**config.mk**
```make
export PLATFORM = sky130hd
export DESIGN_NAME = i2c_eeprom_rd_ctrl
export DESIGN_NICKNAME = d
export VERILOG_FILES = /design/src/rtl/i2c_eeprom_ctrl_pkg.sv /design/src/rtl/i2c_eeprom_rd_ctrl.sv
export SDC_FILE = /design/constraint.sdc
export NUM_CORES = 1
export LEC_CHECK = 0
export ABC_AREA = 1
export BUFFER_PORTS_ARGS = -buffer_cell sky130_fd_sc_hd__buf_2
export CAP_MARGIN = 0
export CORE_MARGIN = 2
export CORE_UTILIZATION = 30
export CTS_CLUSTER_DIAMETER = 60
export DETAILED_ROUTE_END_ITERATION = 10
export PLACE_DENSITY = 0.48
export SLEW_MARGIN = 20
export SYNTH_ARGS = -nofsm -noshare
export SYNTH_HDL_FRONTEND = slang
export SYNTH_SLANG_ARGS = --single-unit
```
**constraint.sdc**
```tcl
create_clock -name clk_i -period 1.9 [get_ports clk_i]
set_input_delay 0.095 -clock clk_i [delete_from_list [all_inputs] [get_ports clk_i]]
set_output_delay 0.095 -clock clk_i [all_outputs]
set_load 0.02 [all_outputs]
```
**src/rtl/i2c_eeprom_ctrl_pkg.sv**
```systemverilog
// Shared types for the I2C EEPROM random-read sequencer: FSM states, error codes,
// R/W bit values and the registered byte-controller command bundle.
package i2c_eeprom_ctrl_pkg;

  typedef enum logic [2:0] {
    IDLE,
    DEV_W,
    ADDR_HI,
    ADDR_LO,
    DEV_R,
    READ,
    OUT,
    ERR_STOP
  } state_e;

  typedef enum logic [2:0] {
    ERR_OK        = 3'd0,
    ERR_NACK_DEV  = 3'd1,
    ERR_NACK_ADDR = 3'd2,
    ERR_ARB_LOST  = 3'd3,
    ERR_TIMEOUT   = 3'd4
  } err_code_e;

  localparam logic RW_WRITE = 1'b0;
  localparam logic RW_READ  = 1'b1;

  typedef struct packed {
    logic       start;
    logic       stop;
    logic       read;
    logic       write;
    logic       ack;
    logic [7:0] data;
  } cmd_t;

endpackage

```
**src/rtl/i2c_eeprom_rd_ctrl.sv**
```systemverilog
// Random-read sequencer for a byte-level I2C master: S, dev+W, addr_hi, addr_lo,
// Sr, dev+R, N reads (last NACK+STOP), streaming received bytes on valid/ready.
module i2c_eeprom_rd_ctrl
  import i2c_eeprom_ctrl_pkg::*;
#(
  parameter int unsigned LEN_W          = 16,
  parameter int unsigned TIMEOUT_CYCLES = 65535
) (
  input  logic             clk_i,
  input  logic             rst_i,
  input  logic             start_i,
  input  logic [6:0]       dev_addr_i,
  input  logic [15:0]      mem_addr_i,
  input  logic [LEN_W-1:0] len_i,
  output logic             busy_o,
  output logic             done_o,
  output logic             err_o,
  output logic [2:0]       err_code_o,
  output logic             cmd_start_o,
  output logic             cmd_stop_o,
  output logic             cmd_read_o,
  output logic             cmd_write_o,
  output logic             cmd_ack_o,
  output logic [7:0]       cmd_data_o,
  input  logic             cmd_ack_i,
  input  logic             rx_ack_i,
  input  logic [7:0]       rx_data_i,
  input  logic             al_i,
  output logic [7:0]       data_o,
  output logic             data_valid_o,
  input  logic             data_ready_i
);

  localparam int unsigned TMO_W   = (TIMEOUT_CYCLES > 1) ? $clog2(TIMEOUT_CYCLES) : 1;
  localparam logic [TMO_W-1:0] TMO_MAX = TMO_W'(TIMEOUT_CYCLES - 1);
  localparam logic TMO_EN = (TIMEOUT_CYCLES != 0);

  state_e           state_q, state_d;
  err_code_e        err_code_q, err_code_d;
  cmd_t             cmd_q, cmd_d;
  logic [6:0]       dev_q, dev_d;
  logic [15:0]      addr_q, addr_d;
  logic [LEN_W-1:0] rem_q, rem_d;
  logic [7:0]       data_q, data_d;
  logic [TMO_W-1:0] tmo_q, tmo_d;
  logic             done_q, done_d;
  logic             err_q, err_d;
  logic             cmd_busy;
  logic             last_byte;

  assign cmd_busy  = cmd_q.start | cmd_q.stop | cmd_q.read | cmd_q.write;
  assign last_byte = (rem_q == LEN_W'(1));

  always_ff @(posedge clk_i) begin
    if (rst_i) begin
      state_q    <= IDLE;
      err_code_q <= ERR_OK;
      cmd_q      <= '0;
      dev_q      <= '0;
      addr_q     <= '0;
      rem_q      <= '0;
      data_q     <= '0;
      tmo_q      <= '0;
      done_q     <= 1'b0;
      err_q      <= 1'b0;
    end else begin
      state_q    <= state_d;
      err_code_q <= err_code_d;
      cmd_q      <= cmd_d;
      dev_q      <= dev_d;
      addr_q     <= addr_d;
      rem_q      <= rem_d;
      data_q     <= data_d;
      tmo_q      <= tmo_d;
      done_q     <= done_d;
      err_q      <= err_d;
    end
  end

  always_comb begin
    state_d    = state_q;
    err_code_d = err_code_q;
    cmd_d      = cmd_q;
    dev_d      = dev_q;
    addr_d     = addr_q;
    rem_d      = rem_q;
    data_d     = data_q;
    tmo_d      = tmo_q;
    done_d     = 1'b0;
    err_d      = 1'b0;

    if (state_q == IDLE) begin
      if (start_i) begin
        dev_d      = dev_addr_i;
        addr_d     = mem_addr_i;
        rem_d      = len_i;
        err_code_d = ERR_OK;
        if (len_i == '0) done_d = 1'b1;
        else             state_d = DEV_W;
      end
    end else if (al_i) begin
      // Arbitration loss wins over a simultaneous ack; the bus is no longer ours, so no STOP.
      cmd_d      = '0;
      err_code_d = ERR_ARB_LOST;
      err_d      = 1'b1;
      state_d    = IDLE;
    end else if (cmd_busy) begin
      if (cmd_ack_i) begin
        cmd_d = '0;
        unique case (state_q)
          DEV_W: begin
            state_d = rx_ack_i ? ERR_STOP : ADDR_HI;
            if (rx_ack_i) err_code_d = ERR_NACK_DEV;
          end
          ADDR_HI: begin
            state_d = rx_ack_i ? ERR_STOP : ADDR_LO;
            if (rx_ack_i) err_code_d = ERR_NACK_ADDR;
          end
          ADDR_LO: begin
            state_d = rx_ack_i ? ERR_STOP : DEV_R;
            if (rx_ack_i) err_code_d = ERR_NACK_ADDR;
          end
          DEV_R: begin
            state_d = rx_ack_i ? ERR_STOP : READ;
            if (rx_ack_i) err_code_d = ERR_NACK_DEV;
          end
          READ: begin
            data_d  = rx_data_i;
            state_d = OUT;
          end
          ERR_STOP: begin
            err_d   = 1'b1;
            state_d = IDLE;
          end
          default: state_d = IDLE;
        endcase
      end else if (TMO_EN && tmo_q == TMO_MAX) begin
        cmd_d      = '0;
        err_code_d = ERR_TIMEOUT;
        err_d      = 1'b1;
        state_d    = IDLE;
      end else begin
        tmo_d = tmo_q + TMO_W'(1);
      end
    end else begin
      // No command outstanding: this is the idle gap cycle, issue the state's command.
      tmo_d = '0;
      unique case (state_q)
        DEV_W: begin
          cmd_d.start = 1'b1;
          cmd_d.write = 1'b1;
          cmd_d.data  = {dev_q, RW_WRITE};
        end
        ADDR_HI: begin
          cmd_d.write = 1'b1;
          cmd_d.data  = addr_q[15:8];
        end
        ADDR_LO: begin
          cmd_d.write = 1'b1;
          cmd_d.data  = addr_q[7:0];
        end
        DEV_R: begin
          cmd_d.start = 1'b1;
          cmd_d.write = 1'b1;
          cmd_d.data  = {dev_q, RW_READ};
        end
        READ: begin
          cmd_d.read = 1'b1;
          cmd_d.ack  = last_byte;
          cmd_d.stop = last_byte;
        end
        OUT: begin
          if (data_ready_i) begin
            rem_d = rem_q - LEN_W'(1);
            if (last_byte) begin
              done_d  = 1'b1;
              state_d = IDLE;
            end else begin
              state_d = READ;
            end
          end
        end
        ERR_STOP: cmd_d.stop = 1'b1;
        default:  state_d = IDLE;
      endcase
    end
  end

  assign busy_o       = (state_q != IDLE);
  assign data_valid_o = (state_q == OUT);
  assign done_o       = done_q;
  assign err_o        = err_q;
  assign err_code_o   = err_code_q;
  assign cmd_start_o  = cmd_q.start;
  assign cmd_stop_o   = cmd_q.stop;
  assign cmd_read_o   = cmd_q.read;
  assign cmd_write_o  = cmd_q.write;
  assign cmd_ack_o    = cmd_q.ack;
  assign cmd_data_o   = cmd_q.data;
  assign data_o       = data_q;

endmodule

```
==> reports/qor.csv <==
stage,metric,value,unit
detailed_routing,via count,4923,
clocking,CTS tree,yes,
worst_setup_path,crit path cell chain,inv_2 > ha_1 > inv_1 > nor2_1 > nand2_2 > nor2_4 > nor2_4 > nor2_4 > buf_6 > buf_4 > nor2_1 > nand2_1 > nand2_1 > nor2_1,
global_route,first-pass GRT wire length,22900,um
placement,post-placement setup slack,89.8,ps
synth,sequential fraction of the synthesis area,36.1,%
placement,hpwl dp,10400,um
detailed_routing,DRC,0,
floorplanning,core area,15200,sq um
floorplanning,# rows,45,
global_route,vias in the first global route,4631,
floorplanning,die height,129,um
flow_run,Max Cap Violations,0,
power_and_ir_drop,pwr dens,1480,nW/um^2
detailed_routing,via/cell ratio,4.63,
sta,Slew HR,50.9,%
global_route,Total GRT Usage,17.3,%
worst_setup_path,CP Class,reg -> reg,
finish,fin util,39.2,%
finish,"commonest non-fill, non-tap cells in the layout","nand2_1 (235), nor2_1 (129), dfxtp_1 (83), buf_2 (81), a21oi_1 (67)",
detailed_routing,WL/cell,13.2,um
worst_setup_path,CP max FO,7,
sta,RSZ-0062 raised after global routing,no,
worst_setup_path,Crit path largest cell delay,330,ps
sta,final hold vios,0,
synth,YS warnings,0,
outcome,status,finished clean,
worst_setup_path,CP max-delay cell,dfxtp_1,
power_and_ir_drop,static leakage,2.62,nW
sta,setup_tns,0,ps
synth,Synth Instances,751,
floorplanning,chip width,129,um
detailed_routing,DRT antenna net count,0,
detailed_routing,final WL,14100,um
global_route,largest net degree at the start of global routing,33,
clocking,root buffer cell,clkbuf_16,
finish,"commonest non-fill, non-tap cell in the layout",nand2_1,
synth,post-synth net total,811,
sta,# setup viols final,0,
finish,share of post-route cells with drive strength above 1,17.8,%
synth,Syn Area/Cell,6.19,sq um
floorplanning,Initial Util,30.6,%
synth,Post-synth ARST share,0,%
sta,Layout Skew,7.99,ps
sta,period utilisation layout,91.4,%
synth,Main synth FF type,dfxtp_1,
sta,fmax,576,MHz
placement,port bufs,81,
synth,#FFs+latches synth,84,
worst_setup_path,startpoint types,flip-flop,
floorplanning,Die ar.,16500,sq um
synth,Netlist cell types,30,
sta,max-slew violations,0,
finish,Layout Area Growth over Synthesis,28.1,%
clocking,CTS buffer count,9,
sta,Setup WS post-layout,163,ps
worst_setup_path,Worst Path Required,2180,ps
worst_setup_path,Worst EP arrival,2020,ps
synth,"EDFF count, synth",0,
power_and_ir_drop,Max VDD drop,0.578,mV
floorplanning,IO Pins,82,
sta,fin crit period,1740,ps
finish,Filler Cell Count,1684,
finish,fin nets,929,
global_route,GR Overflow Total,0,
clocking,clk sink count,84,
global_route,initial antenna violation count,1,
worst_setup_path,WP buf/inv,4,
clocking,H-tree Lvls,3,
clocking,clk_lat worst skew,340,ps
placement,Final GP Congestion,0.846,
clocking,CTS clock-pin slew for the worst setup and hold paths,60,ps
clocking,maximum root-to-sink buffer count,2,
worst_setup_path,CP Capture Type,flip-flop,
detailed_routing,Initial DRT Pass Iterations,4,
synth,Post-Syn Area,4650,sq um
worst_setup_path,cell family with most CP delay,simple AND/OR/NAND/NOR gates,
detailed_routing,violation count after the first detailed-route iteration,224,
sta,Worst Tran Pin Value,735,ps
hold_path,HP Class,in -> reg,
power by group:
part	leakage, nW	switching (mW)	total (mW)	internal (mW)
clock network	0.154	0.788	1.86	1.07
registers	0.685	0.276	2.40	2.12
logic	1.78	3.04	4.58	1.55
timing repair:
| item | CTS | global route |
|---|---|---|
| hold endpoints to repair | 24 | 0 |
| hold buffers | 24 | 0 |
| setup buffers | 0 | 2 |
| endpoints found under the setup margin | 0 | 37 |
| gates resized for setup | 0 | 16 |
registers in the layout, indices dropped and copies added (netlist names):
signal and count:
cmd_write_o 1, addr_q 16, data_o 8, done_o 1
state_q 3, dev_q 7, cmd_stop_o 1, err_o 1
cmd_ack_o 1, tmo_q 16, cmd_read_o 1, cmd_data_o 8
cmd_start_o 1, rem_q 16, err_code_o 3
kinds of logic after synthesis:
logic type,synth area share [%]
simple gates,38.7
compound gates,14.3
fa+ha+maj,1.61
buf+inv,8.34
xor+xnor,0.941
flops,36.1
per-layer routing:
metal  share of wire [%]  vias up  global-route usage (%)
li1                    -     2644                       -
met1                  52     2171                    24.7
met2                  43       90                    26.4
met3                 3.4       18                    2.91
met4                 1.8        0                    5.95
met5                   0        -                       0
metrics by stage:
step | hold slack (ps) | total power [mW] | cell area, sq um | instances
floorplan | 239 | 5.53 | 4650 | 751
global placement | 350 | 6.91 | 5350 | 1020
detailed placement | 348 | 6.88 | 5350 | 1020
CTS | 4.55 | 8.81 | 5900 | 1060
global route | 19.4 | 9.63 | 5960 | 1062
finish | 13.9 | 8.84 | 5960 | 1063
final cells by class:
| type | instances | area [sq um] | area share (%) |
|---|---|---|---|
| antenna | 1 | 2.50 | 0.0420 |
| clock buffer | 10 | 239 | 4.01 |
| clock inverter | 6 | 70.1 | 1.18 |
| inverter | 62 | 233 | 3.91 |
| multi-input combinational | 577 | 2620 | 43.9 |
| sequential | 84 | 1680 | 28.2 |
| tap | 188 | 235 | 3.95 |
| timing repair buffer | 135 | 878 | 14.7 |
Yosys cell counts, types with 3 or more instances:
cell / count / area share [%]
nand2_1: 237 / 19
nor2_1: 132 / 11
dfxtp_1: 84 / 36
a21oi_1: 68 / 7.3
inv_1: 59 / 4.8
nand3_1: 44 / 4.7
o21ai_0: 37 / 4.0
nand4_1: 14 / 1.9
clkbuf_1: 12 / 0.97
buf_2: 10 / 1.1
a21oi_2: 6 / 1.1
ha_1: 6 / 1.6
o211ai_1: 6 / 0.97
xor2_1: 5 / 0.94
nand2_2: 4 / 0.54
nor2_2: 4 / 0.54
o21bai_1: 4 / 0.65
buf_6: 3 / 0.73
inv_2: 3 / 0.24
nor3_1: 3 / 0.32
worst min-delay path: cells and delay by family:
family / cells / cell delay, ps
buffers and inverters: 1 / 80
AO/OA/AOI/OAI: 1 / 70
AND/OR/NAND/NOR: 1 / 80
path summary, 6_finish.rpt:
kind                                     from             to  slack, ps  cells past startpoint
worst max register to register       tmo_q[0]      tmo_q[10]        160                     14
worst min register to register  cmd_data_o[1]  cmd_data_o[1]        460                      2
worst max-delay path                 tmo_q[0]      tmo_q[10]        160                     14
worst min-delay path             rx_data_i[3]      data_o[3]         10                      3
Power figures use the tool's default switching activity.
